**config.mk**
```make
export PLATFORM = sky130hd
export DESIGN_NAME = spwm_multichannel
export DESIGN_NICKNAME = d
export VERILOG_FILES = /design/src/rtl/spwm_multichannel.sv
export SDC_FILE = /design/constraint.sdc
export NUM_CORES = 1
export LEC_CHECK = 0
export ABC_AREA = 1
export BUFFER_PORTS_ARGS = -buffer_cell sky130_fd_sc_hd__buf_2
export CAP_MARGIN = 30
export CORE_AREA = 2 2 142 144
export DETAILED_ROUTE_END_ITERATION = 10
export DIE_AREA = 0 0 144 146
export RECOVER_POWER = 100
export SYNTH_ARGS = -nofsm -noshare
export SYNTH_HDL_FRONTEND = slang
export SYNTH_SLANG_ARGS = --single-unit
```
**constraint.sdc**
```tcl
create_clock -name clk -period 5.5 [get_ports clk]
set_clock_uncertainty 0.05 [all_clocks]
set_input_delay 0.275 -clock clk [delete_from_list [all_inputs] [get_ports clk]]
set_output_delay 0.275 -clock clk [all_outputs]
set_load 0.01 [all_outputs]
```
**src/rtl/spwm_multichannel.sv**
```systemverilog
// Multi-channel sine-triangle PWM generator: one shared symmetric carrier,
// per-channel reference compare, complementary gate outputs with dead time.
module spwm_multichannel #(
    parameter int CH   = 3,
    parameter int DW   = 16,
    parameter int DT_W = 8
) (
    input  logic              clk,
    input  logic              resetn,
    input  logic              enable,
    input  logic [DW-1:0]     carrier_period,
    input  logic [DT_W-1:0]   dead_time,
    input  logic [CH*DW-1:0]  ref_data,
    input  logic              ref_valid,
    output logic              ref_ready,
    output logic [DW-1:0]     carrier_out,
    output logic              sync,
    output logic [CH-1:0]     pwm_h,
    output logic [CH-1:0]     pwm_l
);

    logic [DW-1:0]    carrier_r;
    logic [DW-1:0]    carrier_nxt_s;
    logic [DW-1:0]    p_shadow_r;
    logic             dir_up_r;
    logic             dir_up_nxt_s;
    logic             buf_full_r;
    logic             en_r;
    logic [CH*DW-1:0] buf_data_r;
    logic [CH*DW-1:0] ref_shadow_r;
    logic [CH-1:0]    raw_r;
    logic [CH-1:0]    raw_nxt_s;
    logic [CH-1:0]    tgt_r;
    logic [CH-1:0]    event_s;
    logic [CH-1:0]    pwm_h_r;
    logic [CH-1:0]    pwm_l_r;
    logic [DT_W-1:0]  dead_cnt_r [CH];
    logic             valley_s;
    logic             accept_s;
    logic             p_small_s;

    assign valley_s    = enable && (carrier_r == {DW{1'b0}});
    assign accept_s    = ref_valid && !buf_full_r;
    assign p_small_s   = (p_shadow_r < DW'(2'd2));
    assign ref_ready   = !buf_full_r;
    assign carrier_out = carrier_r;
    assign sync        = resetn && valley_s;
    assign pwm_h       = pwm_h_r;
    assign pwm_l       = pwm_l_r;

    // Triangle carrier next state; a valley uses the freshly sampled period
    always_comb begin
        carrier_nxt_s = carrier_r;
        dir_up_nxt_s  = dir_up_r;
        if (!enable) begin
            carrier_nxt_s = {DW{1'b0}};
            dir_up_nxt_s  = 1'b1;
        end else if (valley_s) begin
            dir_up_nxt_s  = 1'b1;
            carrier_nxt_s = (carrier_period < DW'(2'd2)) ? {DW{1'b0}} : DW'(1'b1);
        end else if (dir_up_r && (carrier_r < p_shadow_r)) begin
            carrier_nxt_s = carrier_r + DW'(1'b1);
        end else begin
            dir_up_nxt_s  = 1'b0;
            carrier_nxt_s = carrier_r - DW'(1'b1);
        end
    end

    // Per-channel compare and switch-event detection (first enabled cycle counts as an event)
    always_comb begin
        raw_nxt_s = {CH{1'b0}};
        event_s   = {CH{1'b0}};
        for (int i = 0; i < CH; i++) begin
            raw_nxt_s[i] = enable && !p_small_s && (ref_shadow_r[i*DW +: DW] > carrier_r);
            event_s[i]   = (raw_r[i] != tgt_r[i]) || !en_r;
        end
    end

    // Carrier, period/reference shadows and the one-entry pending buffer
    always_ff @(posedge clk or negedge resetn) begin
        if (!resetn) begin
            carrier_r    <= {DW{1'b0}};
            dir_up_r     <= 1'b1;
            p_shadow_r   <= {DW{1'b0}};
            buf_full_r   <= 1'b0;
            buf_data_r   <= {(CH*DW){1'b0}};
            ref_shadow_r <= {(CH*DW){1'b0}};
            raw_r        <= {CH{1'b0}};
            en_r         <= 1'b0;
        end else begin
            carrier_r <= carrier_nxt_s;
            dir_up_r  <= dir_up_nxt_s;
            raw_r     <= raw_nxt_s;
            en_r      <= enable;
            if (valley_s) begin
                p_shadow_r <= carrier_period;
            end
            if (valley_s && buf_full_r) begin
                ref_shadow_r <= buf_data_r;
            end
            if (accept_s) begin
                buf_full_r <= 1'b1;
                buf_data_r <= ref_data;
            end else if (valley_s) begin
                buf_full_r <= 1'b0;
            end
        end
    end

    // Dead-time insertion: outputs stay off until the counter runs out, then follow the target
    always_ff @(posedge clk or negedge resetn) begin
        if (!resetn) begin
            tgt_r   <= {CH{1'b0}};
            pwm_h_r <= {CH{1'b0}};
            pwm_l_r <= {CH{1'b0}};
            for (int i = 0; i < CH; i++) begin
                dead_cnt_r[i] <= {DT_W{1'b0}};
            end
        end else if (!enable) begin
            tgt_r   <= {CH{1'b0}};
            pwm_h_r <= {CH{1'b0}};
            pwm_l_r <= {CH{1'b0}};
            for (int i = 0; i < CH; i++) begin
                dead_cnt_r[i] <= dead_time;
            end
        end else begin
            for (int i = 0; i < CH; i++) begin
                if (event_s[i]) begin
                    tgt_r[i] <= raw_r[i];
                    if (dead_time == {DT_W{1'b0}}) begin
                        dead_cnt_r[i] <= {DT_W{1'b0}};
                        pwm_h_r[i]    <= raw_r[i];
                        pwm_l_r[i]    <= !raw_r[i];
                    end else begin
                        dead_cnt_r[i] <= dead_time;
                        pwm_h_r[i]    <= 1'b0;
                        pwm_l_r[i]    <= 1'b0;
                    end
                end else if (dead_cnt_r[i] > DT_W'(1'b1)) begin
                    dead_cnt_r[i] <= dead_cnt_r[i] - DT_W'(1'b1);
                    pwm_h_r[i]    <= 1'b0;
                    pwm_l_r[i]    <= 1'b0;
                end else begin
                    dead_cnt_r[i] <= {DT_W{1'b0}};
                    pwm_h_r[i]    <= tgt_r[i];
                    pwm_l_r[i]    <= !tgt_r[i];
                end
            end
        end
    end

endmodule
```
==> key figures <==
Timing
  – Final setup violation count: 0
  – Max-slew headroom: -128%
  – Hold Violations, Final: 0
  – Max-slew violation total from the final report: 162
  – Final worst-path cycle share: 70.9%
  – Final min period: 3900 ps
  – Slew at the pin with the worst max-slew slack: 3420 ps
  – Maximum clock frequency: 256 MHz
  – Sum of negative setup slack: 0 ps
  – Unrepaired setup endpoints after global routing: false

Layout
  – Core Util, Final: 52.4%
  – Most common cell after layout, fill and taps aside: nand2_1
  – Number of antenna diodes: 0
  – Share of final-layout standard cells stronger than drive strength 1: 11.4%
  – Signed area change from the synthesized netlist to the final layout: 15.0%
  – Most frequent cells in the layout: nand2_1, dfrtp_1, inv_1
  – Final Net Count: between 1000 and 1500

Global route
  – Wire length of the first global-routing pass: between 30 and 40 mm
  – Overall track demand over capacity in global routing: roughly a fifth
  – Maximum number of pins on one net before global-route repair: 88
  – Grt ovf: 0
  – Number of global-route vias before repair: 6601
  – Number of antenna violations at the first check in global routing: 0

Route
  – Detailed-route via count: 6928
  – Total routed wirelength: 20.1 mm
  – Final routed wire length divided by cell count: 14.6 um
  – Remaining design rule violation count: 0
  – Via density per instance: 5.01
  – Initial detailed-routing violation count: 408
  – Pre-Repair DR Iteration Count: 5
  – Residual antenna-violating net count after detailed routing: 0

Synth
  – Number of library cell types mapped by synthesis: 38
  – Total nets after synthesis: 1169
  – Synthesized area: 8810 sq um
  – Number of enable flip-flop cells after synthesis: 0
  – Count of synthesis-stage warnings from yosys: 0
  – Post-synthesis cell count: ~1000
  – Top post-synthesis cells by area: dfrtp_1, ha_1, nand2_1, inv_1, a21oi_1
  – Number of register bits inferred by synthesis: 167
  – Main synth FF type: dfrtp_1
  – Mean cell area of the mapped netlist: roughly 9 sq um
  – Cell taking the most area after synthesis: dfrtp_1
  – Sequential cell area fraction in the yosys report: 47.4%
  – Proportion of synthesized flip-flops having asynchronous set or reset: 100%
  – Post-synth top area share: 47.1%

Worst setup path
  – Critical-path top delay cell: nor2_1
  – Slowest cell delay on critical path: ~1400 ps
  – Required @ worst endpoint: ~5200 ps
  – Worst R2R Setup Slack: 1750 ps
  – Cell chain of the critical path: nor4_1 > nand4_1 > nor2_1 > inv_1 > nor2_1 > clkbuf_1
  – Signal arrival time at the worst endpoint: approximately 3600 ps
  – Crit path max fanout: 35
  – Most prevalent standard cell on the critical path: nor2_1
  – Kind of start point of the critical path: register
  – Critical Path Sink Type: output pin
  – Worst setup path category: reg -> out

Placed design
  – Quantity of I/O buffers inserted on ports: 99
  – Routability congestion estimate: 0.859
  – Detailed Place HPWL: ~15 mm

Die
  – Die outline area: 21000 sq um
  – Num ports: 100
  – Total number of placement rows: 51
  – Floorplan core area: a little under 20000 sq um
  – Die outline height: 146 um
  – Initial Utilization: between 40% and 50%
  – Die X-Extent: 144 um

Pwr
  – Static Leakage: 5.21 nW
  – Power density of the placed cells: 472 nW/um^2
  – Largest vdd supply drop: ~0.00033 V

Clocking
  – Clock transition time at the flip-flop clock pins of the worst setup and hold paths: 70 ps
  – # clock sinks: 167
  – Clock tree from TritonCTS: built
  – Number of buffers created by CTS: 17
  – Skew-Pair Late Insertion Delay: 430 ps
  – Max Buffers Root-to-Sink: 2
  – H-tree level count: 4
  – Root Buffer Master: clkbuf_16

Job
  – Number of max-cap violations: 3

Worst hold path
  – Worst hold path class: in -> reg

Status
  – Result of the run: finished with violations
  – Violations in the final reports: capacitance limit, slew limit
==> per-stage QoR <==
step / hold WS, ps / setup slack (ps) / cell area, sq um / power [mW] / instances
after floorplan: -70.6 / 2590 / 8810 / 3.19 / 1006
after global placement: 355 / 2120 / 9560 / 3.58 / 1350
after detailed placement: 352 / 2090 / 9580 / 3.63 / 1351
after CTS: 11.5 / 2050 / 10200 / 4.85 / 1384
after global routing: 9.38 / 1280 / 10100 / 5.20 / 1384
final: 18.9 / 1600 / 10100 / 4.78 / 1384
==> repair_timing <==
action / CTS / global route
setup buffers: 0 / 0
hold buffers: 1 / 0
hold endpoints to repair: 84 / 0
gates resized for setup: 0 / 0
==> cell type report <==
cell class	instances	area, sq um
Clock buffer	17	425
Clock inverter	15	164
Fill cell	1814	9210
Inverter	138	518
Multi-Input combinational cell	678	4000
Sequential cell	167	4180
Tap cell	265	332
Timing Repair Buffer	104	515
==> state kept, by name, summed over array words and instances, names as in the netlist <==
name,cells
buf_data_r,48
buf_full_r,1
carrier_out,16
dead_cnt_r,24
dir_up_r,1
en_r,1
p_shadow_r,16
pwm_h,3
pwm_l,3
raw_r,3
ref_shadow_r,48
tgt_r,3
==> kinds of logic after synthesis <==
group / synth area share, %
simple gates: 16.4
mux: 1.66
compound gates: 13.0
flops: 47.4
xor+xnor: 1.89
buf+inv: 7.13
fa+ha+maj: 12.4
==> layer usage <==
layer  GRT usage (%)  wire, um  vias up
met4            4.71       236        0
met3            3.82       835       13
met5               0         0        -
li1                -         -     3539
met2            31.4      9150      141
met1            28.9      9910     3235
==> synth_stat cells (2+ instances only) <==
library cell,count
a21o_1,5
o21a_1,6
clkinv_1,2
nor2_1,82
o21ai_0,47
buf_2,7
inv_1,135
dfrtp_1,166
nor4_1,11
a21oi_1,91
mux2_2,13
o211ai_1,3
o22ai_1,24
nand2_1,192
clkbuf_1,14
o21ai_1,30
xnor2_1,9
ha_1,86
nor3b_1,2
o32ai_1,2
nand3_1,21
nand3b_1,3
buf_6,2
nor3_1,17
xor2_1,10
or2_2,4
nand4_1,11
==> worst max-delay path: cells and delay by family, from the launching register on <==
kind | cells | cell delay (ps)
simple gates | 4 | 2290
flops | 1 | 460
buf+inv | 2 | 390
==> power by group <==
group	internal [mW]	switching, mW
registers	1.70	0.263
logic	0.653	0.964
clock network	0.646	0.549
total	3.00	1.78
==> final timing paths <==
check                                   endpoint  cells after the start         startpoint
min in group asynchronous        carrier_out[12]                      2             resetn
worst min register to register     p_shadow_r[0]                      2      p_shadow_r[0]
max in group asynchronous       ref_shadow_r[46]                      3             resetn
worst max register to register  ref_shadow_r[44]                      8    carrier_out[12]
worst min-delay path               p_shadow_r[0]                      3  carrier_period[0]
worst max-delay path                        sync                      6    carrier_out[12]
No activity file was read; power rests on OpenSTA's default activity.
